## src/rtl/tb_pkg.sv

```systemverilog
// Shared definitions for the Viterbi traceback engine: FSM encoding,
// default parameter values and a constant-foldable clog2.
package tb_pkg;

   localparam int DEF_K         = 7;
   localparam int DEF_TB_DEPTH  = 64;
   localparam int DEF_DEC_LEN   = 32;
   localparam int DEF_MEM_DEPTH = 128;

   typedef enum logic [2:0] {
      IDLE,
      RD,
      UPD,
      DRAIN,
      FIN
   } tbState_t;

   function automatic int clog2(input int n);
      int r;
      r = 0;
      while ((1 << r) < n) r++;
      return r;
   endfunction

endpackage

```

## src/rtl/tb_lifo.sv

```systemverilog
// Small push/pop stack used to reverse traceback-order bits into
// chronological order (only instantiated when TB_LIFO_EN is defined).
module tb_lifo
   import tb_pkg::*;
#(
   parameter int WIDTH = 1,
   parameter int DEPTH = 4
)(
   input  logic             Clock,
   input  logic             Reset,
   input  logic             push,
   input  logic [WIDTH-1:0] pushData,
   input  logic             pop,
   output logic [WIDTH-1:0] popData,
   output logic             full,
   output logic             empty
);

   localparam int IW = (DEPTH > 1) ? clog2(DEPTH) : 1;
   localparam int CW = IW + 1;

   logic [WIDTH-1:0] store [1<<IW];
   logic [CW-1:0]    count;
   logic [IW-1:0]    wrIdx;
   logic [IW-1:0]    topIdx;

   assign wrIdx   = count[IW-1:0];
   assign topIdx  = wrIdx - 1'b1;
   assign empty   = (count == '0);
   assign full    = (count == CW'(DEPTH));
   assign popData = empty ? '0 : store[topIdx];

   always_ff @(posedge Clock or negedge Reset) begin
      if (!Reset) begin
         count <= '0;
      end else if (push && !full) begin
         count <= count + 1'b1;
      end else if (pop && !empty) begin
         count <= count - 1'b1;
      end
   end

   // Storage carries data only; occupancy is tracked by count.
   always_ff @(posedge Clock) begin
      if (push && !full) store[wrIdx] <= pushData;
   end

endmodule

```

## src/rtl/traceback_engine.sv

```systemverilog
// Viterbi survivor-memory traceback: walks TB_DEPTH stages backwards from
// end_addr and emits the last DEC_LEN decisions. Optional macro: TB_LIFO_EN.
module traceback_engine
   import tb_pkg::*;
#(
   parameter int K         = DEF_K,
   parameter int TB_DEPTH  = DEF_TB_DEPTH,
   parameter int DEC_LEN   = DEF_DEC_LEN,
   parameter int MEM_DEPTH = DEF_MEM_DEPTH
)(
   input  logic                          Clock,
   input  logic                          Reset,
   input  logic                          start,
   input  logic [K-2:0]                  start_state,
   input  logic [clog2(MEM_DEPTH)-1:0]   end_addr,
   output logic                          mem_rd_en,
   output logic [clog2(MEM_DEPTH)-1:0]   mem_addr,
   input  logic [(1<<(K-1))-1:0]         mem_data,
   output logic                          out_valid,
   output logic                          out_bit,
   input  logic                          out_ready,
   output logic                          busy,
   output logic                          done
);

   localparam int SW = K - 1;
   localparam int AW = clog2(MEM_DEPTH);
   localparam logic [AW-1:0] FIRST_OUT  = AW'(TB_DEPTH - DEC_LEN);
   localparam logic [AW-1:0] LAST_STAGE = AW'(TB_DEPTH - 1);

   tbState_t      state;
   tbState_t      nextState;
   logic [SW-1:0] curState;
   logic [AW-1:0] basePtr;
   logic [AW-1:0] stageIdx;
   logic          rdDly;
   logic          survHold;
   logic          survBit;
   logic          outStage;
   logic          lastStage;
   logic          advance;

`ifdef TB_LIFO_EN
   localparam logic [AW-1:0] LAST_POP = AW'(DEC_LEN - 1);
   logic push;
   logic pop;
   logic popData;
   logic lifoFull;
   logic lifoEmpty;

   tb_lifo #(
      .WIDTH (1),
      .DEPTH (DEC_LEN)
   ) uLifo (
      .Clock    (Clock),
      .Reset    (Reset),
      .push     (push),
      .pushData (curState[SW-1]),
      .pop      (pop),
      .popData  (popData),
      .full     (lifoFull),
      .empty    (lifoEmpty)
   );
`endif

   assign outStage  = (stageIdx >= FIRST_OUT);
   assign lastStage = (stageIdx == LAST_STAGE);
   // Memory data is only valid the cycle after the read; a stalled UPD reuses the held copy.
   assign survBit   = rdDly ? mem_data[curState] : survHold;

   always_ff @(posedge Clock or negedge Reset) begin
      if (!Reset) begin
         state    <= IDLE;
         curState <= '0;
         basePtr  <= '0;
         stageIdx <= '0;
         rdDly    <= 1'b0;
      end else begin
         state <= nextState;
         rdDly <= (state == RD);
         case (state)
            IDLE: begin
               if (start) begin
                  curState <= start_state;
                  basePtr  <= end_addr;
                  stageIdx <= '0;
               end
            end
            UPD: begin
               if (advance) begin
                  curState <= {curState[SW-2:0], survBit};
`ifdef TB_LIFO_EN
                  stageIdx <= lastStage ? '0 : stageIdx + 1'b1;
`else
                  stageIdx <= stageIdx + 1'b1;
`endif
               end
            end
`ifdef TB_LIFO_EN
            DRAIN: begin
               if (pop) stageIdx <= stageIdx + 1'b1;
            end
`endif
            default: ;
         endcase
      end
   end

   always_ff @(posedge Clock) begin
      if (state == UPD) survHold <= survBit;
   end

   always_comb begin
      nextState = state;
      mem_rd_en = 1'b0;
      mem_addr  = '0;
      out_valid = 1'b0;
      out_bit   = 1'b0;
      done      = 1'b0;
      busy      = (state != IDLE);
      advance   = 1'b0;
`ifdef TB_LIFO_EN
      push      = 1'b0;
      pop       = 1'b0;
`endif
      case (state)
         IDLE: begin
            if (start) nextState = RD;
         end
         RD: begin
            mem_rd_en = 1'b1;
            mem_addr  = basePtr - stageIdx;
            nextState = UPD;
         end
         UPD: begin
`ifdef TB_LIFO_EN
            advance = 1'b1;
            push    = outStage && !lifoFull;
`else
            out_valid = outStage;
            out_bit   = outStage && curState[SW-1];
            advance   = !outStage || out_ready;
`endif
            if (advance) begin
`ifdef TB_LIFO_EN
               nextState = lastStage ? DRAIN : RD;
`else
               nextState = lastStage ? FIN : RD;
`endif
            end
         end
`ifdef TB_LIFO_EN
         DRAIN: begin
            out_valid = !lifoEmpty;
            out_bit   = !lifoEmpty && popData;
            pop       = !lifoEmpty && out_ready;
            if (pop && (stageIdx == LAST_POP)) nextState = FIN;
         end
`endif
         FIN: begin
            done      = 1'b1;
            nextState = IDLE;
         end
         default: nextState = IDLE;
      endcase
   end

endmodule

```

## config.mk

```make
export PLATFORM = sky130hd
export DESIGN_NAME = traceback_engine
export DESIGN_NICKNAME = d
export VERILOG_FILES = /design/src/rtl/tb_pkg.sv /design/src/rtl/tb_lifo.sv /design/src/rtl/traceback_engine.sv
export SDC_FILE = /design/constraint.sdc
export NUM_CORES = 1
export LEC_CHECK = 0
export BUFFER_PORTS_ARGS = -buffer_cell sky130_fd_sc_hd__clkbuf_2
export CAP_MARGIN = 20
export CORE_ASPECT_RATIO = 1.2
export CORE_UTILIZATION = 45
export CTS_BUF_LIST = sky130_fd_sc_hd__clkbuf_4 sky130_fd_sc_hd__clkbuf_8
export DETAILED_ROUTE_END_ITERATION = 16
export GPL_TIMING_DRIVEN = 0
export PLACE_DENSITY = 0.87
export SLEW_MARGIN = 20
export SYNTH_ARGS = -nofsm -noshare
export SYNTH_HDL_FRONTEND = slang
export SYNTH_SLANG_ARGS = --single-unit
export TNS_END_PERCENT = 5
```

## constraint.sdc

```tcl
create_clock -name Clock -period 5.49 [get_ports Clock]
set_clock_uncertainty 0.1 [all_clocks]
set_input_delay 0.8235 -clock Clock [delete_from_list [all_inputs] [get_ports Clock]]
set_output_delay 0.8235 -clock Clock [all_outputs]
set_load 0.02 [all_outputs]
```

==> results of run 1 <==
state kept, by name, summed over array words and instances, names as in the netlist:
name	flops
basePtr	7
curState	6
rdDly	1
stageIdx	7
state	3
survHold	1
power breakdown:
group	switching [mW]	leakage (nW)	internal, mW
Clock	0.0559	0.0262	0.0568
Sequential	0.0585	0.306	0.256
Combinational	0.422	0.948	0.349
logic make-up after synthesis:
| logic type | synth area share, % |
|---|---|
| simple gates | 16.63 |
| mux | 24.79 |
| compound gates | 11.17 |
| buf+inv | 5.459 |
| flops | 32.37 |
| xor+xnor | 4.046 |
| fa+ha+maj | 5.523 |
metrics by stage:
stage | power, mW | setup slack (ns)
after global placement | 1.056 | 2.527
final | 1.198 | 2.195
after global routing | 1.300 | 1.990
after floorplan | 0.8854 | 2.618
after detailed placement | 1.088 | 2.489
after CTS | 1.203 | 2.180
Yosys cell counts, drive strengths merged (2+ instances only):
library cell	instances
mux2i	25
dfrtp	24
nor2	20
inv	15
nand2	12
a21oi	9
o21ai	9
clkbuf	8
a22oi	7
ha	7
mux4	7
nor2b	7
xnor2	7
mux2	6
and2	5
nand3	5
nand4	4
nor3	4
a21boi	3
buf	3
a211oi	2
nor3b	2
or3	2
xor2	2
critical path, cell delays in order (launching register included):
cell,delay [ns]
dfrtp_1,0.37
inv_1,0.07
ha_1,0.17
inv_1,0.05
fa_1,0.39
a21o_1,0.18
a21oi_1,0.22
o21ai_1,0.10
a21oi_1,0.19
xnor2_1,0.14
nor2_1,0.05
clkbuf_2,0.16
cell type report:
type,instances,area [um^2]
plain buffers,11,50.05
clock buffers,4,48.80
fillers,347,1510
inverters,15,56.30
multi-input cells,154,1211
flip-flops and latches,25,630.6
well taps,54,67.56
repair buffers,92,460.4
worst paths after layout:
kind / from / end / slack, ns / depth (start not counted)
worst max-delay path: basePtr[0]$_DFFE_PN0P_ / mem_addr[6] / 2.19 / 11
worst min-delay path: basePtr[4]$_DFFE_PN0P_ / basePtr[4]$_DFFE_PN0P_ / 0.40 / 1
worst max register to register: curState[1]$_DFFE_PN0P_ / curState[0]$_DFFE_PN0P_ / 2.85 / 7
worst min register to register: basePtr[4]$_DFFE_PN0P_ / basePtr[4]$_DFFE_PN0P_ / 0.40 / 1
max in group asynchronous: Reset / state[1]$_DFFE_PN0P_ / 4.45 / 1
min in group asynchronous: Reset / basePtr[6]$_DFFE_PN0P_ / 0.45 / 1
metal layers:
| metal | part of all wire [%] | wire [um] | up-vias | track usage, % |
|---|---|---|---|---|
| met5 | 0 | 0 | - | 0 |
| li1 | - | - | 929 | - |
| met1 | 36 | 1856 | 883 | 25.39 |
| met4 | 3.6 | 182 | 0 | 9.630 |
| met3 | 7.0 | 358 | 19 | 3.826 |
| met2 | 53 | 2705 | 81 | 47.40 |
==> results.py, run 1 <==
metrics = {
    "cts": {
        "cts.repair_timing.setup_buffer_count": 0,
        "max-clock-path-buffers": 2,
        "cts_tree": "built",
        "cts.sinks": 25,
        "clkTransAtPathRegs_ns": 0.08,
        "postCtsResizedCells": 0,
        "htreeDepth": 1,
        "hold_buffers": 0,
        "insertion_delay_ns": 0.27,
        "cts-buffers-inserted": 3,
        "cts.root.buffer_cell": "clkbuf_8",
    },
    "detailed_routing": {
        "dr.first_iter.drc_count": 127,
        "wl_per_cell_um": 14.37,
        "wl_um": 5103,
        "via_per_inst": 5.386,
        "route.detailed.drc": 0,
        "detail_route.first_pass.iterations": 4,
        "dr_total_vias": 1912,
        "final_antenna_net_count": 0,
    },
    "power": {
        "vdd_ir_drop_max_mv": 0.3467,
        "total_leakage_power_nw": 1.281,
        "p_per_area_mw_per_mm2": 474.6,
    },
    "sta": {
        "setup_viol": 0,
        "worst_pin_slew_ns": 0.6684,
        "final.period_utilization_pct": 60.02,
        "slew_headroom_pct": 55.44,
        "min_period_ns": 3.295,
        "holdWs_ns": 0.4030,
        "timing_max_transition_violations_final": 0,
        "setup_total_negative_slack_ns": 0,
        "fmax_mhz": 303.5,
        "rsz0062_at_grt": "false",
        "final_hold_fails": 0,
    },
    "layout": {
        "fin_nets": 391,
        "drive_above_1_share_pct": 34.55,
        "flow.area_growth_from_synthesis_pct": 29.61,
        "layout_commonest_cell": "clkbuf_2",
        "most_frequent_cells_in_the_layout": "92 x clkbuf_2, 25 x mux2i_1, 24 x dfrtp_1",
        "fin_cells": 355,
        "layout.cell_area.non_filler_mm2": 0.002525,
        "num_antenna_cells": 0,
        "final_core_utilization_pct": 62.57,
    },
    "global_route": {
        "grt_pass1_vias": 1930,
        "antenna_found_initial": 0,
        "maximum_number_of_pins_on_one_net_before_global_route_repair": 25,
        "grt_pass1_wl_um": 8293,
        "grt_remaining_overflow": 0,
        "grt_use_total_pct": 24.57,
    },
    "logic_synthesis": {
        "syn-cell-area_mm2": 0.001948,
        "synth.top_cells.by_area": "dfrtp_1 31%, mux2i_1 13%, mux4_2 5.8%",
        "synth_sequential_area_ratio_pct": 32.37,
        "syn-instance-count": 205,
        "postSynth.asyncResetShare_pct": 96.00,
        "synth_area_leader_cell": "dfrtp_1",
        "synth.yosys.warnings": 0,
        "synth_fp_nets": 294,
        "synth.avg_cell_area_um2": 9.503,
        "synth_enable_flop_cells": 1,
        "yosys.area.top_type_share_pct": 30.83,
        "ys_dominant_reg_cell": "dfrtp_1",
        "synth_cell_type_count": 39,
        "synth-seq-cells": 25,
    },
    "floorplan": {
        "floorplan.die_area_mm2": 0.004597,
        "die_h_um": 74.08,
        "core_area_mm2": 0.004035,
        "die_x_um": 62.07,
        "design.portCount": 93,
        "initial_utilization_pct": 48.28,
        "placementRows": 25,
    },
    "hold_path": {
        "worst_hold_path_type": "flop to flop",
    },
    "placement": {
        "placedInstanceArea_mm2": 0.002476,
        "gp_congestion": 0.7868,
        "detailedPlacementHpwl_um": 4144,
        "dpl.cell_count": 351,
        "placement.io_buffers": 92,
    },
    "setup_path": {
        "crit_fanout": 2,
        "worst-endpoint-required_ns": 4.57,
        "startpoint_type": "flop",
        "worstPathArrival_ns": 2.37,
        "critPathKind": "flop to output pin",
        "timing.critical_path.to_type": "output pin",
    },
    "job": {
        "cap_viol_max_count": 0,
    },
    "outcome": {
        "outcome": "completed",
    },
}
Power figures use the tool's default switching activity.
==> inputs of run 2 (changes only) <==
Settings changed: ABC_AREA from default to 1, CORE_UTILIZATION 45 to 44, PLACE_DENSITY 0.87 to 0.88.
Clock period 5.49 ns to 2.75 ns, I/O delays scaled along.
==> run 2 against run 1 <==
The run now ends with setup timing left. Die area is 8.1% higher. Final cell count up 30%. Critical path depth rose by 2. Sequential share of layout area is 1.4 points lower. Power is 140% higher. Sequential cell count unchanged. Combinational power rose to 2.6 times the previous value. Largest cell class unchanged.
==> results.py, run 2 <==
metrics = {
    "setup_path": {
        "crit_fanout": 3,
        "critical_path.slowest_cell": "dfrtp_1",
        "r2r_cells": 9,
        "r2r_start": "stageIdx[6]$_DFFE_PN0P_",
        "timing.critical_path.to_type": "output pin",
        "worst_r2r_endpoint": "stageIdx[5]$_DFFE_PN0P_",
        "timing.critical_path.mode_cell": "nor2_1",
        "startpoint_type": "flop",
        "reg2reg_slack_ns": 1.01,
        "critical-path-max-stage-delay_ns": 0.38,
        "worstPathArrival_ns": 2.25,
        "critPathKind": "flop to output pin",
        "critPathLaunch": "basePtr[0]$_DFFE_PN0P_",
        "worst-endpoint-required_ns": 2.24,
        "cell_breakdown_of_the_critical_path": "inv_2, ha_4, inv_2, fa_2, a21oi_2, nor2_1, nor2_1, inv_1, a21o_1, a21oi_2, xor2_1, nor2_1, buf_4",
    },
    "detailed_routing": {
        "detail_route.first_pass.iterations": 4,
        "via_per_inst": 5.050,
        "dr_total_vias": 2338,
        "detailroute.wirelength.met3_um": 378,
        "route.detailed.drc": 0,
        "wirelength_met1_um": 2250,
        "met2_length_um": 2890,
        "wl_per_cell_um": 12.03,
        "wl_um": 5568,
        "dr.first_iter.drc_count": 120,
        "final_antenna_net_count": 0,
        "top_layer": "met4",
    },
    "power": {
        "vdd_ir_drop_max_mv": 0.7718,
        "p_per_area_mw_per_mm2": 1059,
        "total_leakage_power_nw": 1.441,
    },
    "logic_synthesis": {
        "synth_area_leader_cell": "dfrtp_1",
        "synth-seq-cells": 25,
        "synth_cell_type_count": 30,
        "synth_sequential_area_ratio_pct": 30.56,
        "syn-cell-area_mm2": 0.002063,
        "synth.yosys.warnings": 0,
        "postSynth.asyncResetShare_pct": 96.00,
        "synthTopCellsByCount": "108 x nand2_1, 62 x nand3_1, 24 x dfrtp_1",
        "syn-instance-count": 310,
        "synth_fp_nets": 399,
        "ys_dominant_reg_cell": "dfrtp_1",
        "synth.most_common_cell": "nand2_1",
        "synth.top_cells.by_area": "dfrtp_1 29%, nand2_1 20%, nand3_1 15%",
        "synth_enable_flop_cells": 1,
        "yosys.area.top_type_share_pct": 29.11,
        "synth.avg_cell_area_um2": 6.656,
    },
    "global_route": {
        "grt_pass1_wl_um": 8845,
        "grt_pass1_vias": 2104,
        "grt_use_total_pct": 22.02,
        "maximum_number_of_pins_on_one_net_before_global_route_repair": 25,
        "antenna_found_initial": 0,
        "grt_remaining_overflow": 0,
    },
    "cts": {
        "insertion_delay_ns": 0.27,
        "max-clock-path-buffers": 2,
        "htreeDepth": 1,
        "cts_tree": "built",
        "clkTransAtPathRegs_ns": 0.09,
        "cts.sinks": 25,
        "cts.root.buffer_cell": "clkbuf_8",
        "cts-buffers-inserted": 3,
    },
    "floorplan": {
        "placementRows": 26,
        "initial_utilization_pct": 46.98,
        "core_area_mm2": 0.004392,
        "die_x_um": 64.51,
        "design.portCount": 93,
        "floorplan.die_area_mm2": 0.004968,
        "die_h_um": 77.02,
    },
    "sta": {
        "rsz0062_at_grt": "true",
        "fmax_mhz": 361.6,
        "final.period_utilization_pct": 100.6,
        "setup_viol": 1,
        "min_period_ns": 2.766,
        "holdWs_ns": 0.03326,
        "final_hold_fails": 0,
        "timing_max_transition_violations_final": 0,
        "slew_headroom_pct": 59.05,
        "worst_pin_slew_ns": 0.6142,
        "timing.final.ws_setup_ns": -0.01580,
        "setup_total_negative_slack_ns": -0.01580,
    },
    "layout": {
        "flow.area_growth_from_synthesis_pct": 30.08,
        "layout_commonest_cell": "nand2_1",
        "most_frequent_cells_in_the_layout": "108 x nand2_1, 91 x clkbuf_2, 62 x nand3_1",
        "biggestRegsByFlops": "basePtr: 7 flops, stageIdx: 7 flops, curState: 6 flops",
        "drive_above_1_share_pct": 31.94,
        "final_core_utilization_pct": 61.11,
        "num_antenna_cells": 0,
        "fin_nets": 497,
    },
    "hold_path": {
        "worst_hold_path_type": "primary input to async pin",
    },
    "placement": {
        "detailedPlacementHpwl_um": 4446,
        "placement.io_buffers": 92,
        "detailedPlace.worstSlack_ns": 0.1011,
        "gp_congestion": 0.8389,
    },
    "outcome": {
        "violations": "setup timing",
        "outcome": "complete, but fails checks",
    },
    "job": {
        "cap_viol_max_count": 0,
    },
}
run 2: cell count changes in the layout (fill, tap and decap cells not counted), moves of 5 or more:
| cell | change |
|---|---|
| nand3_1 | +57 |
| xnor2_1 | -5 |
| buf_4 | +6 |
| nor2b_1 | -7 |
| mux4_2 | -5 |
| clkbuf_1 | -8 |
| mux2i_1 | -25 |
| o21ai_0 | +10 |
| a22oi_1 | -7 |
| o21ai_1 | -6 |
| nand2_1 | +96 |
| mux2_1 | -6 |
| and2_1 | -5 |
| o211ai_1 | +5 |
run 2: how the worst max path moves through the flow:
stage	end	slack (ns)
2_1_floorplan	mem_addr[6]	0.27
3_3_place_gp	mem_addr[6]	0.14
3_5_place_dp	mem_addr[6]	0.10
4_1_cts	mem_addr[6]	-0.04
5_1_grt	mem_addr[6]	-0.21
6_report	mem_addr[6]	-0.02
run 2: timing repair:
item / 4_1_cts / 5_1_grt
resized for setup: 5 / 8
hold buffers: 0 / 0
buffers inserted: 1 / 0
endpoints found under the setup margin: 2 / 2
endpoints found under the hold margin: 0 / 0
run 2: power breakdown:
part	internal [mW]	switching (mW)	total, mW	leakage, nW
clock	0.103	0.121	0.223	0.0217
sequential	0.517	0.110	0.626	0.314
combinational	0.779	1.21	1.99	1.11
run 2: cell type report:
type	count	area, um^2
Buffer	14	111.4
Clock buffer	3	41.29
Clock inverter	1	7.507
Fill cell	416	1708
Inverter	26	105.1
Multi-Input combinational cell	245	1246
Sequential cell	25	631.9
Tap cell	56	70.07
Timing Repair Buffer	93	470.5
run 2: cells by family after synthesis:
group / after synthesis / share of synthesized area, %
compound gates: 31 / 8.612
fa+ha+maj: 8 / 5.215
simple gates: 201 / 43.00
buf+inv: 40 / 10.49
flops: 25 / 30.56
xor+xnor: 5 / 2.123
run 2: through the flow:
| stage | area, um^2 | std cells | total power [mW] |
|---|---|---|---|
| 6_report | 2684 | 463 | 2.841 |
| 5_1_grt | 2684 | 463 | 3.134 |
| 4_1_cts | 2665 | 463 | 2.804 |
| 3_5_place_dp | 2594 | 458 | 2.525 |
| 3_3_place_gp | 2594 | 458 | 2.460 |
| 2_1_floorplan | 2063 | 310 | 2.054 |
run 2: routing by layer:
layer  track usage, %  vias to the layer above
met5                0                        -
met4            4.000                        0
met3            2.232                        6
met2            43.37                      117
met1            24.86                     1003
li1                 -                     1212
run 2: worst max-delay path, delay by kind of cell, from the launching register on:
kind / cells / cell delay [ns]
flops: 1 / 0.38
buf+inv: 4 / 0.33
simple gates: 3 / 0.18
compound gates: 3 / 0.44
xor+xnor: 1 / 0.16
fa+ha+maj: 2 / 0.50
==> inputs of run 3 (changes only) <==
Settings changed: TNS_END_PERCENT 5 to default.
==> run 3 against run 2 <==
The flow still finishes with violations (setup timing). Wire length is 0.66% higher. Final area grew 1.5%. Critical path depth stayed put. Hold slack improved by 0.0012 ns. Non-clock buffer count increased by 4. Global-route usage unchanged. Sequential share of layout area decreased by 0.35 points. Highest routed layer unchanged.
==> results.py, run 3 (synthesized netlist as in run 2, its figures left out) <==
metrics = {
    "outcome": {
        "outcome": "complete, but fails checks",
        "violations": "setup timing",
    },
    "detailed_routing": {
        "route.detailed.drc": 0,
        "dr_total_vias": 2359,
        "dr.first_iter.drc_count": 123,
        "wl_um": 5605,
        "wl_per_cell_um": 12.00,
        "via_per_inst": 5.051,
        "final_antenna_net_count": 0,
        "detail_route.first_pass.iterations": 4,
    },
    "sta": {
        "holdWs_ns": 0.03445,
        "slew_headroom_pct": 58.64,
        "rsz0062_at_grt": "true",
        "min_period_ns": 2.765,
        "worst_pin_slew_ns": 0.6204,
        "setup_viol": 1,
        "final.period_utilization_pct": 100.5,
        "fmax_mhz": 361.7,
        "timing_max_transition_violations_final": 0,
        "timing.final.ws_setup_ns": -0.01487,
        "final_hold_fails": 0,
    },
    "floorplan": {
        "die_h_um": 77.02,
        "initial_utilization_pct": 46.98,
        "floorplan.die_area_mm2": 0.004968,
        "placementRows": 26,
        "design.portCount": 93,
        "die_x_um": 64.51,
        "core_area_mm2": 0.004392,
    },
    "layout": {
        "fin_cells": 467,
        "most_frequent_cells_in_the_layout": "108 x nand2_1, 90 x clkbuf_2, 62 x nand3_1",
        "final_core_utilization_pct": 62.02,
        "flow.area_growth_from_synthesis_pct": 32.02,
        "num_antenna_cells": 0,
        "biggestRegsByFlops": "basePtr: 7 flops, stageIdx: 7 flops, curState: 6 flops",
        "drive_above_1_share_pct": 32.85,
        "fin_nets": 501,
        "layout_commonest_cell": "nand2_1",
    },
    "setup_path": {
        "r2r_start": "curState[2]$_DFFE_PN0P_",
        "worst-endpoint-required_ns": 2.24,
        "r2r_cells": 12,
        "critPathKind": "flop to output pin",
        "reg2reg_slack_ns": 1.01,
        "crit_fanout": 3,
        "worstPathArrival_ns": 2.25,
        "worst_r2r_endpoint": "curState[0]$_DFFE_PN0P_",
        "startpoint_type": "flop",
        "timing.critical_path.to_type": "output pin",
    },
    "global_route": {
        "grt_use_total_pct": 22.02,
        "grt_remaining_overflow": 0,
        "grt_pass1_vias": 2104,
        "antenna_found_initial": 0,
        "maximum_number_of_pins_on_one_net_before_global_route_repair": 25,
        "grt_pass1_wl_um": 8845,
    },
    "power": {
        "finalPower_mw": 2.902,
        "total_leakage_power_nw": 1.464,
        "p_per_area_mw_per_mm2": 1065,
        "vdd_ir_drop_max_mv": 0.7743,
    },
    "cts": {
        "cts-buffers-inserted": 3,
        "clkTransAtPathRegs_ns": 0.09,
        "insertion_delay_ns": 0.27,
        "htreeDepth": 1,
        "max-clock-path-buffers": 2,
        "cts.root.buffer_cell": "clkbuf_8",
        "cts_tree": "built",
        "hold_buffers": 0,
        "cts.sinks": 25,
    },
    "placement": {
        "detailedPlacementHpwl_um": 4446,
        "placement.io_buffers": 92,
        "gp_congestion": 0.8389,
        "dpl.cell_count": 458,
    },
    "hold_path": {
        "worst_hold_path_type": "primary input to async pin",
    },
    "job": {
        "cap_viol_max_count": 0,
    },
}
[run 3: worst max-delay path: stages (launching register included)]
cell and delay [ns]:
dfrtp_1 0.38, inv_2 0.08, ha_4 0.14, inv_2 0.03
fa_2 0.36, a21oi_2 0.14, nor2_1 0.05, nor2_1 0.08
inv_1 0.06, a21o_1 0.16, a21oi_2 0.14, xor2_1 0.16
nor2_1 0.05, buf_4 0.16
[run 3: power by group]
part           switching (mW)  leakage (nW)  internal, mW
Sequential              0.108         0.314         0.517
Combinational            1.23          1.13         0.827
Clock                   0.121        0.0217         0.103
[run 3: repair_timing]
item | 4_1_cts | 5_1_grt
endpoints found under the setup margin | 2 | 2
resized for setup | 5 | 11
setup buffers | 1 | 4
pin swaps | 0 | 4
[run 3: cell type report]
type | count | area (um^2)
plain buffers | 14 | 111.4
clock buffers | 3 | 41.29
clock inverters | 1 | 7.507
fillers | 406 | 1668
inverters | 26 | 105.1
multi-input cells | 245 | 1256
flip-flops and latches | 25 | 631.9
well taps | 56 | 70.07
repair buffers | 97 | 500.5
[run 3: how the worst max path moves through the flow]
stage          slack (ns)                     from  cells past startpoint     endpoint
6_report            -0.01   basePtr[0]$_DFFE_PN0P_                     13  mem_addr[6]
5_1_grt             -0.21   basePtr[0]$_DFFE_PN0P_                     13  mem_addr[6]
4_1_cts             -0.04   basePtr[0]$_DFFE_PN0P_                     13  mem_addr[6]
3_5_place_dp         0.10  stageIdx[0]$_DFFE_PN0P_                     12  mem_addr[6]
3_3_place_gp         0.14  stageIdx[0]$_DFFE_PN0P_                     12  mem_addr[6]
2_1_floorplan        0.27  stageIdx[0]$_DFFE_PN0P_                     11  mem_addr[6]
[run 3: per-stage QoR]
stage	setup TNS (ns)	worst slack, ns	instance area [um^2]
after floorplan	0	0.2658	2063
after global placement	0	0.1411	2594
after detailed placement	0	0.1011	2594
after CTS	-0.04024	-0.04024	2665
after global routing	-0.2400	-0.2142	2724
final	-0.01487	-0.01487	2724
[run 3: metal layers]
layer	GRT usage, %	vias up	part of all wire (%)
met4	4.000	0	0.82
met1	24.86	1017	41
met2	43.37	112	52
met5	0	-	0
li1	-	1224	-
met3	2.232	6	6.3
